--- config.mk ---
export PLATFORM = sky130hd
export DESIGN_NAME = sensor_frame_sched
export DESIGN_NICKNAME = d
export VERILOG_FILES = /design/src/rtl/sensor_frame_sched.sv
export SDC_FILE = /design/constraint.sdc
export NUM_CORES = 1
export LEC_CHECK = 0
export ABC_AREA = 1
export BUFFER_PORTS_ARGS = -buffer_cell sky130_fd_sc_hd__buf_2
export CAP_MARGIN = 15
export CORE_AREA = 2 2 84 86
export CTS_BUF_LIST = sky130_fd_sc_hd__clkbuf_16
export DETAILED_ROUTE_END_ITERATION = 10
export DIE_AREA = 0 0 86 88
export GPL_TIMING_DRIVEN = 0
export PLACE_DENSITY = 0.69
export SYNTH_ARGS = -nofsm -noshare
export SYNTH_HDL_FRONTEND = slang
export SYNTH_SLANG_ARGS = --single-unit
--- constraint.sdc ---
create_clock -name clk -period 2.8 [get_ports clk]
set_clock_uncertainty 0.2 [all_clocks]
set_input_delay 0.28 -clock clk [delete_from_list [all_inputs] [get_ports clk]]
set_output_delay 0.28 -clock clk [all_outputs]
set_load 0.05 [all_outputs]
--- src/rtl/sensor_frame_sched.sv ---
// Two-channel sensor sample scheduler: round-robin picks a sample and streams it
// to a byte UART as HEADER, ID, data[15:8], data[7:0], CHK with a per-byte timeout.
module sensor_frame_sched #(
  parameter logic [7:0] HEADER         = 8'hA5,
  parameter int         TIMEOUT_CYCLES = 200000
) (
  input  logic        clk,
  input  logic        rst_n,
  input  logic        s0_valid,
  input  logic [15:0] s0_data,
  output logic        s0_ready,
  input  logic        s1_valid,
  input  logic [15:0] s1_data,
  output logic        s1_ready,
  output logic        tx_start,
  output logic [7:0]  tx_data,
  input  logic        tx_busy,
  input  logic        tx_done,
  output logic        frame_busy,
  output logic        frame_sent,
  output logic        frame_err
);

  localparam int CNT_W = (TIMEOUT_CYCLES > 2) ? $clog2(TIMEOUT_CYCLES) : 1;
  localparam logic [CNT_W-1:0] CNT_MAX = CNT_W'(TIMEOUT_CYCLES - 1);

  typedef enum logic {IDLE, WAIT_DONE} state_e;

  state_e           state_q, state_d;
  logic             last1_q, last1_d;
  logic             ch_q, ch_d;
  logic [15:0]      data_q, data_d;
  logic [2:0]       idx_q, idx_d;
  logic [CNT_W-1:0] cnt_q, cnt_d;
  logic             tx_start_q, tx_start_d;
  logic [7:0]       tx_data_q, tx_data_d;
  logic             frame_sent_q, frame_sent_d;
  logic             frame_err_q, frame_err_d;
  logic             can_accept, grant1;

  function automatic logic [7:0] frame_byte(input logic [2:0] idx, input logic ch,
                                            input logic [15:0] d);
    logic [7:0] id;
    id = {7'd0, ch};
    case (idx)
      3'd0:    return HEADER;
      3'd1:    return id;
      3'd2:    return d[15:8];
      3'd3:    return d[7:0];
      default: return id ^ d[15:8] ^ d[7:0];
    endcase
  endfunction

  // The frame_sent cycle is held off so a new sample is taken only the cycle after it.
  assign can_accept = rst_n && (state_q == IDLE) && !tx_busy && !frame_sent_q;
  assign grant1     = s1_valid && (!s0_valid || !last1_q);
  assign s0_ready   = can_accept && s0_valid && !grant1;
  assign s1_ready   = can_accept && s1_valid && grant1;

  assign tx_start   = tx_start_q;
  assign tx_data    = tx_data_q;
  assign frame_busy = (state_q != IDLE);
  assign frame_sent = frame_sent_q;
  assign frame_err  = frame_err_q;

  always_comb begin
    state_d      = state_q;
    last1_d      = last1_q;
    ch_d         = ch_q;
    data_d       = data_q;
    idx_d        = idx_q;
    cnt_d        = cnt_q;
    tx_start_d   = 1'b0;
    tx_data_d    = tx_data_q;
    frame_sent_d = 1'b0;
    frame_err_d  = 1'b0;
    case (state_q)
      IDLE: begin
        if (s0_ready || s1_ready) begin
          ch_d       = s1_ready;
          data_d     = s1_ready ? s1_data : s0_data;
          idx_d      = 3'd0;
          cnt_d      = '0;
          tx_start_d = 1'b1;
          tx_data_d  = HEADER;
          state_d    = WAIT_DONE;
        end
      end
      WAIT_DONE: begin
        // tx_done takes priority over a timeout landing in the same cycle.
        if (tx_done) begin
          cnt_d = '0;
          if (idx_q == 3'd4) begin
            state_d      = IDLE;
            idx_d        = 3'd0;
            frame_sent_d = 1'b1;
            last1_d      = ch_q;
          end else begin
            idx_d      = idx_q + 3'd1;
            tx_start_d = 1'b1;
            tx_data_d  = frame_byte(idx_q + 3'd1, ch_q, data_q);
          end
        end else if (cnt_q == CNT_MAX) begin
          state_d     = IDLE;
          idx_d       = 3'd0;
          cnt_d       = '0;
          frame_err_d = 1'b1;
          last1_d     = ch_q;
        end else begin
          cnt_d = cnt_q + CNT_W'(1);
        end
      end
      default: state_d = IDLE;
    endcase
  end

  always_ff @(posedge clk or negedge rst_n) begin
    if (!rst_n) begin
      state_q      <= IDLE;
      last1_q      <= 1'b1;
      ch_q         <= 1'b0;
      data_q       <= '0;
      idx_q        <= '0;
      cnt_q        <= '0;
      tx_start_q   <= 1'b0;
      tx_data_q    <= '0;
      frame_sent_q <= 1'b0;
      frame_err_q  <= 1'b0;
    end else begin
      state_q      <= state_d;
      last1_q      <= last1_d;
      ch_q         <= ch_d;
      data_q       <= data_d;
      idx_q        <= idx_d;
      cnt_q        <= cnt_d;
      tx_start_q   <= tx_start_d;
      tx_data_q    <= tx_data_d;
      frame_sent_q <= frame_sent_d;
      frame_err_q  <= frame_err_d;
    end
  end

endmodule

**Word-level counts from Yosys, hierarchy flattened**

Index checks and enable logic that the tools add are counted.

- Bits in registers: 51
- Input bits: 38
- Output and inout bits: 14
- Logic and storage cells: 77

- $add $sub $neg: 2
- Eq/ne operators: 10
- Mux-type cells: 31
- Bitwise logic cells: 3
- Reductions and logical operators: 21

Operators with widths:

| operator | number |
|---|---|
| 18-bit 2-to-1 mux | 3 |
| 18-bit case mux with 2 select lines | 1 |
| 8-bit case mux with 4 select lines | 1 |
| 8-bit 2-to-1 mux | 3 |
| 18-bit by 1-bit adder with 18-bit output (second input constant) | 1 |
| 18-bit == test (second input constant) | 1 |
| 16-bit 2-to-1 mux | 1 |
| 8-bit case mux with 2 select lines | 1 |
| 1-bit 2-to-1 mux | 14 |
| 3-bit 2-to-1 mux | 4 |
| 1-bit logical AND | 8 |
| 1-bit by 8-bit XOR with 8-bit output | 1 |
| 8-bit XOR | 1 |
| 3-bit by 2-bit == test with 1-bit output (second input constant) | 2 |
| 3-bit case mux with 2 select lines | 1 |
| 3-bit AND reduction | 2 |
| 1-bit zero test | 5 |
| 2-bit by 1-bit inequality test with 1-bit output (second input constant) | 2 |
| 2-bit inequality test (second input constant) | 2 |
| 1-bit case mux with 2 select lines | 2 |
| 2-bit AND reduction | 2 |
| 3-bit by 1-bit adder with 3-bit output (second input constant) | 1 |
| 3-bit by 1-bit == test with 1-bit output (second input constant) | 1 |
| 3-bit == test (second input constant) | 1 |
| 5 further kinds | 6 |

**Longest topological paths before layout**

- Word-level depth: 9
- Mapped depth: 11
- Mapped depth without buffers: 11

**Least setup slack after synthesis**

No wires, ideal clock.

- Path kind: reg2reg
- From: register state_q, in the netlist frame_busy
- To: register ch_q
- Library setup time: 162 ps
- Data arrival time: 1,767 ps
- Data required time: 2,438 ps
- Setup slack: 671 ps
- Stages on the path, launching flop included: 5
- Buffers on the path: 0
- Clock period less this slack: 2,129 ps
- Path through: dfrtp_1 > nor2_1 > nand3_2 > nor2_1 > o21ai_0

- Longest elaborated chain between the ends: 8
- Elaborated cells between the ends (all ways): 10
- Those cells by class: bitwise (1); reduce/logical (9)

Ends and longest elaborated chain:

| item | line | RTL |
|---|---|---|
| from (decl) | 29 | `state_e state_q, state_d;` |
| from (signal assigned) | 130 | `state_q <= state_d;` |
| 1-bit NOT (no line) | -- |  |
| 1-bit logical AND (3 in a row) | 55 | `assign can_accept = rst_n && (state_q == IDLE) && !tx_busy && !frame_sent_q;` |
| 1-bit logical AND (2 in a row) | 57 | `assign s0_ready = can_accept && s0_valid && !grant1;` |
| via s0_ready | 11 | `output logic s0_ready,` |
| 1-bit logical OR | 79 | `if (s0_ready \|\| s1_ready) begin` |
| 2-bit AND reduction (no line) | -- |  |
| to (signal assigned) | 132 | `ch_q <= ch_d;` |
| to (decl) | 31 | `logic ch_q, ch_d;` |

The timed path passes the listed nets, and every way through them passes these cells.
A chain may end at the register's enable or synchronous reset.

**Worst setup path after layout**

- From: input rst_n
- To: output s1_ready

- Longest elaborated chain between the ends: 5

Ends and longest elaborated chain:

| item | line | RTL |
|---|---|---|
| from (decl) | 8 | `input logic rst_n,` |
| 1-bit logical AND (3 in a row) | 55 |  |
| 1-bit logical AND (2 in a row) | 58 | `assign s1_ready = can_accept && s1_valid && grant1;` |
| to (decl) | 14 | `output logic s1_ready,` |

No other way between the ends.

==> key figures <==
GRT
  • Largest net degree at the start of global routing: 54
  • Grt met3 use: 2.451%
  • Vias in the first global route: 2427
  • Initial antenna violation count: 0
  • GR Layer Usage met2: 28.12%
  • Global-route wire length before repair: 11430 um
  • Grt met1 use: 28.26%
  • Gr usage total: 18.87%
  • GRT busiest layer: met1
  • Remaining Overflow, GRT: 0

Clock network
  • Max H-tree Level: 2
  • Longest Clk Path Bufs: 2
  • Clk_lat worst skew: 0.29 ns
  • CTS Sinks: 51
  • Cts repair resizes: 0
  • Clock slew at reported path FFs: 0.07 ns
  • TritonCTS buffer count: 5
  • Clk root buf: clkbuf_16
  • CTS tree: done

Synth
  • Synthesis-stage register bit count: 51
  • Mean post-synth cell area: 7.460 sq um
  • Syn Nets: 445
  • Post-Syn Area: 2992 sq um
  • YS warnings: 0
  • Synth cell types: 29
  • Cells after Synth: 401
  • Sequential cell area fraction in the yosys report: 42.70%

Worst setup path
  • Cells on worst reg2reg path: 10
  • Max incr delay on CP: 0.52 ns
  • Slowest CP cell: dlygate4sd3_1
  • RR Startpoint: idx_q[0]
  • R2R setup slack: 0.51 ns
  • WP data required: 2.32 ns
  • RR Endpoint: tx_data[2]
  • Worst Path Buf+Inv: 7
  • Endpoint type of the worst setup path: output port
  • Crit path arrival time: ~2.1 ns
  • CP cell instances: dlygate4sd3_1, buf_2, buf_12, nand2_1, nor2_1, nand2_1, buf_6, inv_2, buf_8, buf_2
  • Setup crit start kind: input port
  • Class of the most critical setup path: in2out
  • Top delay family on crit path: buffers and inverters
  • Worst Path Max Fanout: 28

Timing
  • Setup ws final: about 0.2 ns
  • RSZ-0062 raised after global routing: false
  • Setup TNS: 0 ns
  • Fin crit period: ~2.6 ns
  • Slew headroom: 69.37%
  • Slew Limit Fails: 0
  • FMAX: 384.8 MHz
  • Final Cycle Share: 92.80%
  • Slew @ Worst Pin: 0.4595 ns
  • Final hold slack: between 0.03 and 0.04 ns
  • Final hold vios: 0
  • # setup viols final: 0

Hold path
  • Hold Path Sink: data_q[0]
  • Worst Hold Depth: 3
  • Worst hold path type: in2reg
  • Hold_sp: s1_data[0]

Flow run
  • Max-cap violation count: 0

Final layout
  • Final Non-Filler Cells: 543
  • Layout area overhead: 18.28%
  • Finished layout cell area: 3538 sq um
  • Fillcell total: 646
  • Share of cells above drive strength 1: 18.57%
  • NumNets Final: 506
  • Antenna diodes: 0

Drt
  • Via/cell ratio: 5.134
  • Drt drc: 0
  • Vias: 2788
  • Routed WL: 6915 um
  • Detailed Route Iter0 Violations: 227
  • WL/cell: between 10 and 15 um
  • Initial DRT Pass Iterations: 4
  • Final ANT Viol Nets: 0

Power
  • Clock share of power: 17.5%
  • VDD IR-drop max: between 0.4 and 0.5 mV
  • Sequential share of power: between 30% and 40%
  • PD cells: between 900 and 1000 nW/um^2
  • Sw Pwr: 1518 uW
  • Switching share of power: 44.87%
  • Combinational Power Share: a little under half
  • Leakage power: 0.001754 uW
  • Internal cell power: 1865 uW

Placement
  • Port bufs: between 50 and 60
  • Placed cells: 532
  • Placed Area: 3347 sq um
  • Detail Placement HPWL: 5151 um
  • Final RePlAce weighted congestion: 0.9049
  • Placement Setup Slack: roughly 0.067 ns

Floorplan
  • Core area: roughly 6600 sq um
  • Die H: 88 um
  • Die Width: 86 um
  • IO Count: 52
  • Row cnt: 30
  • Die footprint: 7568 sq um
  • Initial core utilization: 45.03%

Run status
  • Outcome: completed
cell type report:
type / count / area [sq um] / area share [%]
Buffer: 15 / 117.6 / 3.324
Clock buffer: 5 / 125.1 / 3.536
Clock inverter: 3 / 16.27 / 0.4597
Inverter: 35 / 131.4 / 3.713
Multi-Input combinational cell: 300 / 1465 / 41.41
Sequential cell: 51 / 1277 / 36.10
Tap cell: 80 / 100.1 / 2.829
Timing Repair Buffer: 54 / 305.3 / 8.628
worst reg2reg max path, cell delays in order, from the launching register on:
cell and delay [ns]:
dfrtp_1 0.44, ha_1 0.22, ha_1 0.26, inv_1 0.06
buf_2 0.19, o21ai_0 0.14, nand2_1 0.11, buf_2 0.20
o21ai_0 0.09, o21ai_0 0.20, nand2_1 0.07
logic make-up after synthesis:
kind of cell | Yosys count | share of synthesized area, %
XOR/XNOR | 11 | 3.221
AND/OR/NAND/NOR | 236 | 34.59
flip-flops | 51 | 42.70
AO/OA/AOI/OAI | 47 | 8.657
buffers and inverters | 50 | 8.322
adder cells (fa/ha/maj) | 6 | 2.509
sequential cells by signal (all words and copies together) (netlist names):
signal,flops
idx_q,3
cnt_q,18
data_q,16
tx_start,1
frame_busy,1
last1_q,1
frame_sent,1
tx_data,8
ch_q,1
frame_err,1
synthesized netlist by cell type:
library cell | n | area share [%]
a21boi_0 | 1 | 0.25
a21oi_1 | 7 | 1.2
a31oi_1 | 17 | 3.6
and2_1 | 1 | 0.21
buf_2 | 7 | 1.2
buf_4 | 1 | 0.25
buf_6 | 5 | 1.9
buf_8 | 1 | 0.50
clkbuf_1 | 1 | 0.13
clkinv_1 | 1 | 0.13
dfrtp_1 | 50 | 42
dfstp_2 | 1 | 0.88
ha_1 | 6 | 2.5
inv_1 | 30 | 3.8
inv_2 | 4 | 0.50
nand2_1 | 113 | 14
nand2_8 | 1 | 0.67
nand3_1 | 42 | 7.0
nand3_2 | 2 | 0.67
nand3b_1 | 1 | 0.25
nand4_1 | 13 | 2.7
nor2_1 | 55 | 6.9
nor2_2 | 3 | 0.63
nor2_8 | 1 | 0.67
nor3_1 | 4 | 0.67
o21ai_0 | 19 | 3.2
o21ai_1 | 3 | 0.50
xnor2_1 | 3 | 0.88
xor2_1 | 8 | 2.3
power by group through the flow:
| stage | registers (uW) | clock network [uW] | logic, uW |
|---|---|---|---|
| 5_1_grt | 1240 | 636 | 1780 |
| 3_5_place_dp | 1220 | 0 | 1580 |
| 3_3_place_gp | 1210 | 0 | 1540 |
| 6_report | 1210 | 591 | 1580 |
| 2_1_floorplan | 1400 | 0 | 987 |
| 4_1_cts | 1200 | 608 | 1590 |
metal layers:
metal / vias up / share of wire (%)
met4: 0 / 1.6
li1: 1436 / -
met5: - / 0
met1: 1270 / 51
met2: 72 / 43
met3: 10 / 4.5
cells in the final DEF, fill, tap and decap left out, drive strengths merged:
cell type	instances
o21ai	22
a21boi	1
clkbuf	6
inv	35
nor3	4
and2	1
buf	67
nand3b	1
ha	6
nand2	114
xnor2	3
clkinv	2
a31oi	17
nor2	59
clkinvlp	1
dfrtp	50
nand3	44
xor2	8
dlygate4sd3	1
a21oi	7
nand4	13
dfstp	1
what timing repair did:
item                      4_1_cts  5_1_grt
buffers inserted                0        0
hold buffers                    0        2
hold endpoints to repair        0       25
how the worst max path moves through the flow:
stage | startpoint | endpoint | cells past startpoint
after CTS | rst_n | s1_ready | 8
after detailed placement | rst_n | s1_ready | 8
after global routing | rst_n | s1_ready | 10
after floorplan | frame_busy | ch_q | 4
after global placement | rst_n | s1_ready | 8
final | rst_n | s1_ready | 10
through the flow:
stage               util [%]  total power, uW
floorplan                  -             2383
global placement       50.38             2755
detailed placement     50.38             2797
CTS                    52.50             3398
global route           53.26             3663
finish                 53.26             3383
No activity file was read; power rests on OpenSTA's default activity.
